<file path="src/rtl/sequence_game_ctrl.sv">
// rtl/sequence_game_ctrl.sv - memory-challenge round controller; optional press timeout under TIMEOUT_EN
module sequence_game_ctrl #(
    parameter int unsigned SHOW_CYCLES = 50_000_000,
    parameter int unsigned GAP_CYCLES  = 12_500_000,
    parameter int unsigned MAX_ROUNDS  = 16
`ifdef TIMEOUT_EN
    ,
    parameter int unsigned TIMEOUT_CYCLES = 250_000_000
`endif
) (
    input  logic       clk,
    input  logic       reset,
    input  logic       start,
    input  logic [3:0] buttons,
    output logic [3:0] ram_addr,
    input  logic [3:0] ram_q,
    output logic [3:0] leds,
    output logic [3:0] round,
    output logic       busy,
    output logic       won,
    output logic       lost,
    output logic       timeout
);

    typedef enum logic [3:0] {
        IDLE, F_SHOW, SHOW, GAP, F_CMP, WAIT_PRESS, WAIT_REL, WON, LOST
    } state_t;

    localparam logic [31:0] SHOW_LAST  = 32'(SHOW_CYCLES - 1);
    localparam logic [31:0] GAP_LAST   = 32'(GAP_CYCLES - 1);
    localparam logic [3:0]  LAST_ROUND = 4'(MAX_ROUNDS - 1);
`ifdef TIMEOUT_EN
    localparam logic [31:0] TO_LAST    = 32'(TIMEOUT_CYCLES - 1);
`endif

    state_t      state, state_n;
    logic [31:0] cnt, cnt_n;
    logic [3:0]  pos, pos_n;
    logic [3:0]  btn_prev;
    logic [3:0]  addr_n, leds_n, round_n;
    logic        busy_n, won_n, lost_n, timeout_n;
    logic        press, one_hot, match;

    // A press is the first cycle any button goes down after all were up.
    assign press   = (buttons != 4'd0) && (btn_prev == 4'd0);
    assign one_hot = (buttons != 4'd0) && ((buttons & (buttons - 4'd1)) == 4'd0);
    assign match   = one_hot && (buttons == ram_q);

    // Next-state and next-output logic; all outputs are registered below.
    always_comb begin
        state_n   = state;
        cnt_n     = cnt;
        pos_n     = pos;
        round_n   = round;
        addr_n    = ram_addr;
        leds_n    = leds;
        timeout_n = timeout;
        case (state)
            IDLE, WON, LOST: begin
                if (start) begin
                    state_n   = F_SHOW;
                    cnt_n     = 32'd0;
                    pos_n     = 4'd0;
                    round_n   = 4'd0;
                    addr_n    = 4'd0;
                    leds_n    = 4'd0;
                    timeout_n = 1'b0;
                end
            end
            F_SHOW: begin
                state_n = SHOW;
                cnt_n   = 32'd0;
                leds_n  = ram_q;
            end
            SHOW: begin
                if (cnt == SHOW_LAST) begin
                    state_n = GAP;
                    cnt_n   = 32'd0;
                    leds_n  = 4'd0;
                end else begin
                    cnt_n = cnt + 32'd1;
                end
            end
            GAP: begin
                if (cnt == GAP_LAST) begin
                    cnt_n = 32'd0;
                    if (pos == round) begin
                        pos_n   = 4'd0;
                        addr_n  = 4'd0;
                        state_n = F_CMP;
                    end else begin
                        pos_n   = 4'(pos + 4'd1);
                        addr_n  = 4'(pos + 4'd1);
                        state_n = F_SHOW;
                    end
                end else begin
                    cnt_n = cnt + 32'd1;
                end
            end
            F_CMP: begin
                state_n = WAIT_PRESS;
                cnt_n   = 32'd0;
            end
            WAIT_PRESS: begin
                if (press) begin
                    state_n = match ? WAIT_REL : LOST;
                end
`ifdef TIMEOUT_EN
                else if (cnt == TO_LAST) begin
                    state_n   = LOST;
                    timeout_n = 1'b1;
                end else begin
                    cnt_n = cnt + 32'd1;
                end
`endif
            end
            WAIT_REL: begin
                if (buttons == 4'd0) begin
                    if (pos < round) begin
                        pos_n   = 4'(pos + 4'd1);
                        addr_n  = 4'(ram_addr + 4'd1);
                        state_n = F_CMP;
                    end else if (round == LAST_ROUND) begin
                        state_n = WON;
                    end else begin
                        round_n = 4'(round + 4'd1);
                        pos_n   = 4'd0;
                        addr_n  = 4'd0;
                        state_n = F_SHOW;
                    end
                end
            end
            default: state_n = IDLE;
        endcase
`ifndef TIMEOUT_EN
        timeout_n = 1'b0;
`endif
        busy_n = !((state_n == IDLE) || (state_n == WON) || (state_n == LOST));
        won_n  = (state_n == WON);
        lost_n = (state_n == LOST);
    end

    // State, counters and registered outputs.
    always_ff @(posedge clk or posedge reset) begin
        if (reset) begin
            state    <= IDLE;
            cnt      <= 32'd0;
            pos      <= 4'd0;
            btn_prev <= 4'd0;
            ram_addr <= 4'd0;
            leds     <= 4'd0;
            round    <= 4'd0;
            busy     <= 1'b0;
            won      <= 1'b0;
            lost     <= 1'b0;
            timeout  <= 1'b0;
        end else begin
            state    <= state_n;
            cnt      <= cnt_n;
            pos      <= pos_n;
            btn_prev <= buttons;
            ram_addr <= addr_n;
            leds     <= leds_n;
            round    <= round_n;
            busy     <= busy_n;
            won      <= won_n;
            lost     <= lost_n;
            timeout  <= timeout_n;
        end
    end

endmodule

</file>
<file path="config.mk">
export PLATFORM = sky130hd
export DESIGN_NAME = sequence_game_ctrl
export DESIGN_NICKNAME = d
export VERILOG_FILES = /design/src/rtl/sequence_game_ctrl.sv
export SDC_FILE = /design/constraint.sdc
export NUM_CORES = 1
export LEC_CHECK = 0
export ABC_CLOCK_PERIOD_IN_PS = 2750
export BUFFER_PORTS_ARGS = -buffer_cell sky130_fd_sc_hd__buf_2
export CAP_MARGIN = 15
export CORE_MARGIN = 2
export CORE_UTILIZATION = 45
export DETAILED_ROUTE_END_ITERATION = 8
export PLACE_DENSITY = 0.75
export SLEW_MARGIN = 25
export SYNTH_ARGS = -nofsm -noshare
export SYNTH_HDL_FRONTEND = slang
export SYNTH_SLANG_ARGS = --single-unit
</file>
<file path="constraint.sdc">
create_clock -name clk -period 2.75 [get_ports clk]
set_clock_uncertainty 0.05 [all_clocks]
set_input_delay 0.55 -clock clk [delete_from_list [all_inputs] [get_ports clk]]
set_output_delay 0.55 -clock clk [all_outputs]
set_load 0.1 [all_outputs]
</file>
==> impl_metrics.ini <==
[logic_synthesis]
ys_ff_latch = 59
synth_area_leaders = dfrtp_1, xnor2_1, nor2_1
async_reset_ff_share_pct = 100.0
ys_seq_area_share_pct = 42.05
avgSynthCellArea_um2 = 9.438
yosysMostFrequentCell = dfrtp_1
yosys_most_used_dff = dfrtp_1
synth_edf_count = 0
syn_area_um2 = 3511
yosys_warnings = 0
synth_top_area_cell = dfrtp_1
syn-instance-count = 372
yosysUniqueCellTypes = 64
synthTopCellsByCount = dfrtp_1, nor2_1, nand2_1, nand3_1, xnor2_1
synth_top_area_share_pct = 42.05
syn-num-nets = 391

[cts]
cts.repair_timing.setup_buffer_count = 0
cts_tree = done
cts.sinks = 59
h-tree-depth = 3
ctsHoldBuffers = 0
clock_path_buffers = 2
insertion_delay_ns = 0.34
path_clk_slew_ns = 0.07
clockRootBuffer = clkbuf_8
ctsResizeCount = 0
cts_buffers = 9

[timing]
fin_tns_setup_ns = 0
hold_viol = 0
finalSetupViolCount = 0
slew_headroom_pct = 51.01
rsz0062_at_grt = no
slew_viol_final = 0
worst_pin_slew_ns = 0.7348
period_minus_slack_ns = 2.511
worst_slack_ns = 0.2392
period_share_pct = 91.30
fmax_mhz = 398.3

[layout]
fill_cells = 696
regArea_um2 = 1480
fin_nets = 420
multiInputGateArea_um2 = 1914
area_growth_pct = 13.01
diodes = 0
final_util_pct = 51.88
layout-drive-gt1-share_pct = 17.00

[pwr]
leakagePower_nw = 1.677
irDropWorstVdd_mv = 0.3975
power.density_nw_per_um2 = 809.2

[worst_setup_path]
critPathLaunchType = flop
crit_path_max_fanout = 6
reg2reg_from = pos[0]
crit_required_ns = 2.91
endpoint_kind = flop
path_class = flop to flop
crit_start = pos[0]
worstPathArrival_ns = 2.67

[min_path]
hold_path_class = primary input to flop
min_from = buttons[1]

[place]
place_congestion = 0.8360
dp_hpwl_mm = 5.502
place_ws_ns = 0.2824
portBuffers = 25

[die]
die_h_um = 92.33
floorplan.die_area_um2 = 8525
initial_utilization_pct = 45.91
rows = 32
die_x_um = 92.33
ioPinCount = 27
core-area_um2 = 7647

[route]
postRouteAntennaNets = 0
drt_pre_antenna_iters = 6
wl_per_cell_um = 14.99
first_iter_violations = 136
drc = 0
wl_mm = 7.614
viasPerCell = 5.742
vias = 2917

[global_route]
antenna_found_initial = 0
grt.total_usage_pct = 19.81
grt_pass1_vias = 2917
grt_max_degree = 60
grt_first_pass_wirelength_mm = 13.66
overflow = 0

[status]
status = complete, no violations

[run]
max-cap-violations = 0
power by group:
group,switching [W],total [W],leakage (nW),internal (W)
Combinational,0.000909,0.00127,0.772,0.000365
Clock,0.000345,0.000880,0.111,0.000536
Sequential,0.0000981,0.00106,0.795,0.000958
Total,0.00135,0.00321,1.68,0.00186
placed cells by master (no fill, tap or decap), drive strengths merged, types with 3 or more instances in the layout:
cell	netlist	final
dfrtp	59	59
nor2	38	38
nand2	34	34
buf	12	32
nand3	24	24
xnor2	22	22
o21ai	20	20
a21oi	14	14
inv	13	13
clkbuf	2	12
nor3	10	10
nor4	10	10
a22o	9	9
o31ai	8	8
ha	8	8
nand4	8	8
nor2b	6	6
nor4b	6	6
a21o	5	5
and3	5	5
or4	4	4
and2	4	4
and4bb	4	4
nor3b	4	4
mux2i	3	3
nor4bb	3	3
nand2b	3	3
a31oi	3	3
mux2	3	3
or2	3	3
path summary, 6_finish.rpt:
check                                   end  slack (ns)  cells past startpoint
worst max-delay path                   busy        0.24                      8
worst min-delay path            btn_prev[1]        0.32                      1
worst max register to register         busy        0.24                      8
worst min register to register      leds[3]        0.46                      1
max in group asynchronous          round[3]        1.75                      3
min in group asynchronous           leds[3]        0.36                      3
state kept, by name, indices dropped and copies added (netlist names):
signal	cells
cnt	32
btn_prev	4
leds	4
pos	4
ram_addr	4
round	4
state	4
busy	1
lost	1
won	1
layer usage:
layer	part of all wire (%)	GRT usage, %	up-vias
li1	-	-	1411
met1	46	25.86	1448
met2	50	32.85	50
met3	2.9	2.848	8
met4	1.1	8.706	0
met5	0	0	-
worst max-delay path, cell delays in order (launching register included):
cell	delay (ns)
dfrtp_1	0.44
inv_1	0.06
ha_1	0.27
nand4_1	0.17
a311oi_1	0.35
o211ai_1	0.13
or4b_4	0.55
nor4b_2	0.25
mux2i_1	0.10
cells by family (layout without fill, tap and decap cells):
logic type | count (synthesis) | count (layout) | synth area share, %
fa+ha+maj | 8 | 8 | 2.851
compound gates | 73 | 73 | 14.22
flops | 59 | 59 | 42.05
xor+xnor | 24 | 24 | 5.987
mux | 6 | 6 | 1.817
simple gates | 174 | 174 | 29.54
other cells | 1 | 1 | 0.1068
buf+inv | 27 | 61 | 3.421
cell type report:
type                            count  area share (%)
Multi-Input combinational cell    286           48.25
Clock buffer                       12           3.658
Sequential cell                    59           37.31
Inverter                           13           1.230
Tap cell                          102           3.217
Timing Repair Buffer               32           4.478
Clock inverter                      4           1.861
metrics by stage:
stage / power [W] / hold WS (ns) / std cells / area, um^2
floorplan: 0.002066 / 0.4273 / 372 / 3515
global route: 0.003405 / 0.3150 / 508 / 3968
global placement: 0.002310 / 0.4335 / 492 / 3749
finish: 0.003210 / 0.3204 / 508 / 3968
CTS: 0.003233 / 0.3110 / 508 / 3968
detailed placement: 0.002342 / 0.4358 / 492 / 3749
No activity file was read; power rests on OpenSTA's default activity.
